$ cat src/rtl/spi_frame_sequencer.sv
// Control FSM for the SPI memory slave: sequences shift, load, address latch,
// memory write and MISO enable over one address byte plus one data word.
module spi_frame_sequencer #(
  parameter int width = 8
) (
  input  logic clk,
  input  logic reset,
  input  logic cs_n,
  input  logic sclk_rise,
  input  logic sclk_fall,
  input  logic rw_bit,
  output logic sr_shift,
  output logic sr_load,
  output logic addr_we,
  output logic mem_we,
  output logic miso_en,
  output logic busy
);

  localparam int CntW = $clog2(width + 1);
  localparam logic [CntW-1:0] LastCnt = CntW'(width - 1);

  typedef enum logic [2:0] {
    StIdle,
    StGetAddr,
    StDecode,
    StReadLoad,
    StReadShift,
    StWriteShift,
    StWriteMem,
    StDone
  } state_t;

  state_t          state;
  state_t          stateNext;
  state_t          doneState;
  logic [CntW-1:0] bitCnt;
  logic [CntW-1:0] cntNext;
  logic            edgeHit;

  always_comb begin
    stateNext = state;
    doneState = state;
    cntNext   = bitCnt;
    edgeHit   = 1'b0;

    unique case (state)
      StIdle:       if (!cs_n) stateNext = StGetAddr;
      StGetAddr: begin
        edgeHit   = sclk_rise;
        doneState = StDecode;
      end
      StDecode:     stateNext = rw_bit ? StReadLoad : StWriteShift;
      StReadLoad:   stateNext = StReadShift;
      StReadShift: begin
        edgeHit   = sclk_fall;
        doneState = StDone;
      end
      StWriteShift: begin
        edgeHit   = sclk_rise;
        doneState = StWriteMem;
      end
      StWriteMem:   stateNext = StDone;
      StDone:       stateNext = state;
      default:      stateNext = StIdle;
    endcase

    // Shifting phases leave on the same edge that performs the final shift.
    if (edgeHit) begin
      if (bitCnt == LastCnt) begin
        stateNext = doneState;
      end else begin
        cntNext = bitCnt + CntW'(1);
      end
    end

    if (cs_n && state != StIdle) begin
      stateNext = StIdle;
    end

    if (stateNext != state) begin
      cntNext = '0;
    end

    sr_shift = edgeHit & ~cs_n;
  end

  // Moore outputs are registered from the next state so they track the state register.
  always_ff @(posedge clk or posedge reset) begin
    if (reset) begin
      state   <= StIdle;
      bitCnt  <= '0;
      addr_we <= 1'b0;
      sr_load <= 1'b0;
      mem_we  <= 1'b0;
      miso_en <= 1'b0;
      busy    <= 1'b0;
    end else begin
      state   <= stateNext;
      bitCnt  <= cntNext;
      addr_we <= (stateNext == StDecode);
      sr_load <= (stateNext == StReadLoad);
      mem_we  <= (stateNext == StWriteMem);
      miso_en <= (stateNext == StReadShift);
      busy    <= (stateNext != StIdle);
    end
  end

endmodule

$ cat config.mk
export PLATFORM = sky130hd
export DESIGN_NAME = spi_frame_sequencer
export DESIGN_NICKNAME = d
export VERILOG_FILES = /design/src/rtl/spi_frame_sequencer.sv
export SDC_FILE = /design/constraint.sdc
export NUM_CORES = 1
export LEC_CHECK = 0
export ABC_AREA = 1
export CAP_MARGIN = 20
export CORE_MARGIN = 3
export CORE_UTILIZATION = 48
export DETAILED_ROUTE_END_ITERATION = 8
export PLACE_DENSITY = 0.75
export SKIP_CTS_REPAIR_TIMING = 1
export SYNTH_ARGS = -nofsm -noshare
export SYNTH_HDL_FRONTEND = slang
export SYNTH_SLANG_ARGS = --single-unit
$ cat constraint.sdc
create_clock -name clk -period 1.7 [get_ports clk]
set_input_delay 0.255 -clock clk [delete_from_list [all_inputs] [get_ports clk]]
set_output_delay 0.255 -clock clk [all_outputs]
set_load 0.005 [all_outputs]
==> flow_summary.yaml <==
status:
  outcome: "finished, final reports clean"
setup_path:
  reg2reg_depth: 9
  cp-startpoint: "bitCnt[0]"
  cp_slowest_stage_delay_ns: 0.41
  cp_num_cells: 9
  critPathKind: "reg2reg"
  cp-start-kind: "flop"
  critPathCapture: "mem_we"
  r2r_start: "bitCnt[0]"
  cp.required_ns: 1.87
  cp_cell_sequence: "ha_1 > nand2_1 > inv_1 > nand2_2 > nand2_1 > nand3_1 > buf_4 > inv_1 > nor3_1"
  cp_top_family: "simple AND/OR/NAND/NOR gates"
  cp.buffers_inverters: 3
  endpoint_kind: "flop"
  reg2reg_slack_ns: 0.13
  path_max_fanout: 4
  cp.arrival_ns: 1.74
  slowest_stage: "dfrtp_1"
  rr_endpoint: "mem_we"
cells_and_area:
  num_antenna_cells: 0
  fin_nets: 112
  multi_input_area_sq_um: 277
  seqCellArea_sq_um: 303
  drive_gt1_share_pct: 24.3
  n_fill_cell: 108
  final_util_pct: 73.1
  syn_to_final_growth_pct: 36.3
timing:
  hold_ws_ns: 0.286
  fmax_mhz: 636
  hold_viol: 0
  drv_slew: 0
  min_period_ns: 1.57
  setup_viol: 0
  worst_pin_slew_ns: 0.451
  period_share_pct: 92.5
  skew_ns: 0.00776
  slew-limit-headroom_pct: 69.9
pwr:
  clock_power_share_pct: 24.7
  ir_drop_mv: 0.635
  intPower_uw: 471
  p_sw_share_pct: 28.7
  leakagePower_nw: 0.469
  power.net_switching_uw: 190
  power_frac_comb_pct: 26.5
  seqPwrFrac_pct: 48.9
  power_density_nw_per_um2: 773
synthesis:
  synth_area_leader_cell: "dfrtp_1"
  synth_simple_gate_area_share_pct: 31.5
  synth_compound_area_share_pct: 5.58
  syn_area_sq_um: 628
  syn-num-nets: 87
  ys_seq_elements: 12
  synthCells: 80
  synthMuxAreaShare_pct: 0
  synthTopCellsByArea: "dfrtp_1 48%, inv_1 8.4%, nand2_1 8.4%"
  synth_edf_count: 0
  synth-xor-area-share_pct: 4.18
  synth_common_cells: "14 x inv_1, 14 x nand2_1, 12 x dfrtp_1"
  syn_area_per_cell_sq_um: 7.85
  yosysWarningCount: 0
  synth-adder-area-share_pct: 1.99
  synthArstFlopShare_pct: 100
  synth-main-ff-cell: "dfrtp_1"
  ys_types: 15
  synth_top_family_by_area: "simple AND/OR/NAND/NOR gates"
  synth_top_area_share_pct: 47.8
  synth-seq-area-share_pct: 47.8
drt:
  vias: 573
  dr.pass1.iters: 4
  routed_wl_um: 1400
  post_drt_wl_per_cell_um: 11.9
  drt-initial-drc-count: 11
  via_per_inst: 4.90
  final_antenna_net_count: 0
  drc: 0
clocking:
  cts.path.max_buffers: 2
  clk_latency_ns: 0.27
  cts-buffers-inserted: 3
  cts_tree: "built"
  clk_pin_slew_worst_paths_ns: 0.07
  cts_root_buf: "clkbuf_4"
  clock-sinks: 12
  h-tree-depth: 1
grt:
  grt.overflow.total: 0
  first_global_vias: 507
  antenna_found_initial: 0
  grt.total_usage_pct: 17.4
  grt_start_max_net_pins: 13
  grt_pass1_wl_um: 2320
place:
  gp_congestion: 0.839
  numPortBuffers: 11
  post-dp-hpwl_um: 986
floorplan:
  core-area_sq_um: 1170
  die_w_um: 42.2
  rows: 12
  start_util_pct: 53.6
  die_height_um: 42.2
  ioPinCount: 12
  die_area_sq_um: 1780
hold_path:
  min_path_type: "in2async"
run:
  cap_violations: 0
layout by cell type, fill, tap and decap left out, types with 3 or more instances in the layout:
cell             count
nand2_1             14
inv_1               13
dfrtp_1             10
clkdlybuf4s50_1     10
nor2_1               9
buf_4                9
nand3_1              8
nand2_2              6
o21ai_0              5
xor2_1               3
clkbuf_4             3
how the worst min path moves through the flow:
stage	startpoint	endpoint	slack, ns	depth (start not counted)
6_report	reset	miso_en	0.29	2
5_1_grt	reset	bitCnt[3]	0.30	2
4_1_cts	reset	miso_en	0.30	2
3_5_place_dp	bitCnt[3]	bitCnt[3]	0.55	2
3_3_place_gp	bitCnt[3]	bitCnt[3]	0.55	2
2_1_floorplan	reset	addr_we	0.12	1
worst register-to-register path: cells and delay by family, from the launching register on:
kind / cells / cell delay, ns
fa+ha+maj: 1 / 0.23
buf+inv: 3 / 0.26
flops: 1 / 0.41
simple gates: 5 / 0.56
metal layers:
layer  vias up  wire (um)  part of all wire (%)  global-route usage [%]
met4         0         22                   1.6                    7.45
met1       255        529                    38                    20.7
met2        17        770                    55                    27.4
li1        296          -                     -                       -
met3         5         76                   5.4                    7.30
met5         -          0                     0                       0
cell families after synthesis:
| logic type | Yosys count |
|---|---|
| XOR/XNOR | 3 |
| adder cells (fa/ha/maj) | 1 |
| AND/OR/NAND/NOR | 42 |
| buffers and inverters | 15 |
| AO/OA/AOI/OAI | 7 |
| flip-flops | 12 |
through the flow:
step                      worst slack [ns]  setup TNS (ns)  cells  power [mW]  area [sq um]
final                                0.127               0    117       0.661           856
after global routing               -0.0172         -0.0172    117       0.706           856
after CTS                           -0.150          -0.150    115       0.652           831
after floorplan                      0.336               0     80       0.411           628
after global placement            -0.00973        -0.00973    112       0.480           808
after detailed placement           -0.0382         -0.0905    112       0.487           808
final cells by class:
class / count / area share, %
Sequential cell: 12 / 35.4
Tap cell: 14 / 2.05
Multi-Input combinational cell: 53 / 32.3
Inverter: 15 / 6.58
Clock buffer: 3 / 2.63
Timing Repair Buffer: 20 / 21.1
sequential cells by signal, indices dropped and copies added (netlist names):
signal and flops:
state 3, sr_load 1, bitCnt 4, busy 1
addr_we 1, mem_we 1, miso_en 1
power by group through the flow:
stage	Sequential, mW	Clock, mW	Combinational (mW)
final	0.323	0.163	0.175
after global routing	0.323	0.185	0.197
after CTS	0.320	0.169	0.162
after detailed placement	0.326	0	0.161
after global placement	0.324	0	0.156
after floorplan	0.321	0	0.0903
Power figures use the tool's default switching activity.
